### config.mk
export PLATFORM = sky130hd
export DESIGN_NAME = alu_result_stage
export DESIGN_NICKNAME = d
export VERILOG_FILES = /design/src/rtl/alu_result_stage.sv
export SDC_FILE = /design/constraint.sdc
export NUM_CORES = 1
export LEC_CHECK = 0
export CAP_MARGIN = 20
export CORE_UTILIZATION = 56
export DETAILED_ROUTE_END_ITERATION = 10
export DONT_BUFFER_PORTS = 1
export PLACE_DENSITY_LB_ADDON = 0.2
export REMOVE_ABC_BUFFERS = 1
export SYNTH_ARGS = -nofsm -noshare
export SYNTH_HDL_FRONTEND = slang
export SYNTH_SLANG_ARGS = --single-unit
### constraint.sdc
create_clock -name clk -period 2.7 [get_ports clk]
set_clock_uncertainty 0.15 [all_clocks]
set_input_delay 0.27 -clock clk [delete_from_list [all_inputs] [get_ports clk]]
set_output_delay 0.27 -clock clk [all_outputs]
set_load 0.02 [all_outputs]
### src/rtl/alu_result_stage.sv
// Writeback stage behind the ALU: buffers results in a small FIFO, tracks Z/N/C,
// and hands entries to the register-file write port over valid/ready.
module alu_result_stage #(
  parameter int WIDTH = 32,
  parameter int AW    = 5,
  parameter int DEPTH = 2
) (
  input  logic                       clk,
  input  logic                       rst,
  input  logic                       in_valid,
  output logic                       in_ready,
  input  logic [WIDTH-1:0]           alu_out,
  input  logic                       carry_out,
  input  logic [2:0]                 alu_sel,
  input  logic [AW-1:0]              rd_addr,
  input  logic                       flag_clr,
  output logic                       out_valid,
  input  logic                       out_ready,
  output logic [WIDTH-1:0]           wb_data,
  output logic [AW-1:0]              wb_addr,
  output logic [$clog2(DEPTH):0]     wb_count,
  output logic                       flag_z,
  output logic                       flag_n,
  output logic                       flag_c
);

  localparam int PW = $clog2(DEPTH);
  localparam int CW = PW + 1;
  localparam logic [CW-1:0] DEPTH_C = CW'(DEPTH);
  localparam logic [2:0]    SEL_ADD = 3'b000;

  logic [WIDTH-1:0] data_mem [DEPTH];
  logic [AW-1:0]    addr_mem [DEPTH];
  logic [PW-1:0]    wptr, rptr;
  logic [CW-1:0]    count;
  logic             push, pop;

  // in_ready depends only on registered occupancy, so a full FIFO never
  // accepts in the same cycle it drains.
  assign in_ready  = (count < DEPTH_C) && !rst;
  assign out_valid = (count != '0);
  assign push      = in_valid && in_ready;
  assign pop       = out_valid && out_ready;
  assign wb_count  = count;
  assign wb_data   = out_valid ? data_mem[rptr] : '0;
  assign wb_addr   = out_valid ? addr_mem[rptr] : '0;

  always_ff @(posedge clk) begin
    if (push) begin
      data_mem[wptr] <= alu_out;
      addr_mem[wptr] <= rd_addr;
    end
  end

  // DEPTH is a power of two, so natural pointer overflow gives the wrap.
  always_ff @(posedge clk or posedge rst) begin
    if (rst) begin
      wptr  <= '0;
      rptr  <= '0;
      count <= '0;
    end else begin
      if (push) wptr <= wptr + PW'(1);
      if (pop)  rptr <= rptr + PW'(1);
      case ({push, pop})
        2'b10:   count <= count + CW'(1);
        2'b01:   count <= count - CW'(1);
        default: count <= count;
      endcase
    end
  end

  always_ff @(posedge clk or posedge rst) begin
    if (rst) begin
      flag_z <= 1'b0;
      flag_n <= 1'b0;
      flag_c <= 1'b0;
    end else if (flag_clr) begin
      flag_z <= 1'b0;
      flag_n <= 1'b0;
      flag_c <= 1'b0;
    end else if (push) begin
      flag_z <= (alu_out == '0);
      flag_n <= alu_out[WIDTH-1];
      flag_c <= (alu_sel == SEL_ADD) ? carry_out : 1'b0;
    end
  end

endmodule

==> flow_metrics.py <==
metrics = {
    "logic_synthesis": {
        "synth_cell_types": 24,
        "synth_area_um2": 3230,
        "postSynthAreaPerCell_um2": 16.1,
        "yosysSeqAreaShare_pct": 74.2,
        "synth_cells": 200,
        "ys_ff_latch": 81,
        "ys_warn_count": 0,
    },
    "layout": {
        "diodes": 0,
        "stdcell_count": 331,
        "final_common_cell": "edfxtp_1",
        "final_cell_mix": "edfxtp_1, dlygate4sd3_1, nor2_1",
        "area_growth_pct": 24.7,
        "layout-drive-gt1-share_pct": 12.4,
        "final_net_count": 301,
    },
    "clock_network": {
        "clk_pin_slew_ps": 70,
        "htree_num_levels": 3,
        "cts_tree": "built",
        "cts.sink_count": 81,
        "clock-root-buffer": "clkbuf_8",
        "clk_latency_ps": 330,
        "cts_buffers": 9,
        "clk_path_buf_depth": 2,
        "postCtsSetupRepairBufs": 0,
    },
    "sta": {
        "relSlewSlack_pct": 62.9,
        "clock.fmax_mhz": 430,
        "fin_crit_sh_pct": 86.1,
        "finalHoldViolCount": 0,
        "tightestPinTransition_ps": 552,
        "fin_setup_tns_ps": 0,
        "period_minus_slack_ps": 2320,
        "setup_viol": 0,
        "whs_ps": 12.4,
        "timing.final.ws_setup_ps": 375,
        "rsz0062_at_grt": "no",
        "report.final.slew_viol_count": 0,
    },
    "pwr": {
        "powerDensity_nw_per_um2": 1020,
        "power_w": 0.00409,
        "ir_worst_vdd_mv": 0.675,
        "p_leak_nw": 1.50,
    },
    "drt": {
        "wl_per_cell_um": 19.3,
        "dr.first_iter.drc_count": 104,
        "wl_um": 6400,
        "postRouteAntennaNets": 0,
        "route.detailed.drc": 0,
        "first_pass_iters": 4,
        "avgViaCountPerCell": 5.64,
        "vias": 1868,
    },
    "setup_path": {
        "critical_path_buf_inv_count": 1,
        "worstReg2RegEnd": "data_mem[1][28]",
        "crit_type": "flop to output port",
        "r2r_slack_ps": 550,
        "crit_chain": "buf_4 -> mux2i_1 -> nor2_1",
        "required_ps": 2280,
        "crit_cells": 3,
        "path_delay_family": "flip-flops",
        "critPathLaunchType": "flop",
        "worstPathArrival_ps": 1900,
        "rr_worst_depth": 3,
        "worst_path_max_delay_cell": "dfrtp_2",
        "end_kind": "output port",
        "critical-path-max-stage-delay_ps": 720,
        "r2r_start": "wb_count[1]",
        "cp_max_fo": 19,
    },
    "global_routing": {
        "globalRouteOverflowTotal": 0,
        "grt_usage_pct": 22.7,
        "grt_max_degree": 25,
        "grt_pass1_wl_um": 9800,
        "grt_pass1_vias": 1890,
        "antenna_found_initial": 0,
    },
    "place": {
        "place_congestion": 0.750,
        "dp.cells": 272,
        "pre_cts_ws_ps": 556,
        "port_buffers": 0,
        "hpwl_um": 3970,
    },
    "die": {
        "die_y_um": 77.9,
        "dieWidth_um": 77.9,
        "io_pins": 90,
        "initial_core_util_pct": 58.3,
        "dieArea_um2": 6070,
        "rows": 27,
        "core_area_um2": 5540,
    },
    "hold_path": {
        "hp-class": "input port to flop",
        "holdCritStartpoint": "alu_out[27]",
        "hold_path_end": "flag_z",
        "whs_path_depth": 3,
    },
    "outcome": {
        "outcome": "finished, final reports clean",
    },
    "job": {
        "cap_viol_max_count": 0,
    },
}
-- Yosys cell counts --
cell       n  area, um2
edfxtp_1  74       2220
nor2_1    42        158
mux2i_1   37        370
dfrtp_1    7        175
nor4_1     7       43.8
buf_6      5       56.3
nand2_1    5       18.8
xnor2_1    3       26.3
a21oi_1    2       10.0
buf_4      2       15.0
inv_1      2       7.51
xor2_1     2       17.5
and2_2     1       7.51
and2_4     1       8.76
buf_2      1       5.00
ha_1       1       12.5
inv_2      1       3.75
nand3b_1   1       7.51
nand4_1    1       6.26
nand4_2    1       12.5
nor3_1     1       5.00
nor3b_4    1       18.8
nor4b_1    1       8.76
o31ai_2    1       12.5
-- kinds of logic (layout without fill, tap and decap cells) --
family,Yosys count,count (layout),share of synthesized area [%]
XOR/XNOR,5,5,1.36
multiplexers,37,37,11.5
AND/OR/NAND/NOR,62,62,9.14
adder cells (fa/ha/maj),1,1,0.387
buffers and inverters,11,70,2.71
flip-flops,81,81,74.2
AO/OA/AOI/OAI,3,3,0.697
-- power breakdown --
| group | switching [W] | internal, W |
|---|---|---|
| Combinational | 0.000867 | 0.000392 |
| Clock | 0.000410 | 0.000734 |
| Sequential | 0.000160 | 0.00153 |
| Total | 0.00144 | 0.00266 |
-- timing repair --
action / CTS / global route
endpoints found under the hold margin: 85 / 0
gates resized for setup: 0 / 0
hold buffers: 43 / 0
-- layout make-up --
cell class                 count  area [um2]
inverter                       3        11.3
multi-input combinational    108         754
timing repair buffer          51         503
clock buffer                  11         141
fill                         384        1510
clock inverter                 5         128
sequential                    81        2400
tap                           72        90.1
-- registers in the layout, indices dropped and copies added (netlist names) --
| register | flops |
|---|---|
| flag_c | 1 |
| addr_mem | 10 |
| flag_z | 1 |
| data_mem | 64 |
| wptr | 1 |
| flag_n | 1 |
| rptr | 1 |
| wb_count | 2 |
-- metrics by stage --
stage | cell area (um2) | utilization [%]
floorplan | 3150 | -
global placement | 3330 | 60.0
detailed placement | 3330 | 60.0
CTS | 4030 | 72.7
global route | 4030 | 72.7
finish | 4030 | 72.7
-- how the worst max path moves through the flow --
stage,from,end,slack [ps]
global route,rptr,wb_data[12],280
global placement,wb_count[1],data_mem[1][0],640
finish,rptr,wb_data[16],380
CTS,rptr,wb_data[19],350
floorplan,wb_count[1],wb_count[1],-500
detailed placement,wb_count[1],data_mem[0][0],560
-- worst register-to-register path: cells and delay by family, from the launching register on --
family | cells | cell delay, ps
AND/OR/NAND/NOR | 2 | 900
buffers and inverters | 1 | 290
flip-flops | 1 | 530
-- metal layers --
layer	global-route usage [%]	share of wire (%)	up-vias
met5	0	0	-
met4	11.9	2.5	0
met3	5.65	6.1	17
met2	37.6	51	76
met1	27.5	41	924
li1	-	-	851
Note: power is estimated with default switching activity, not from simulation.
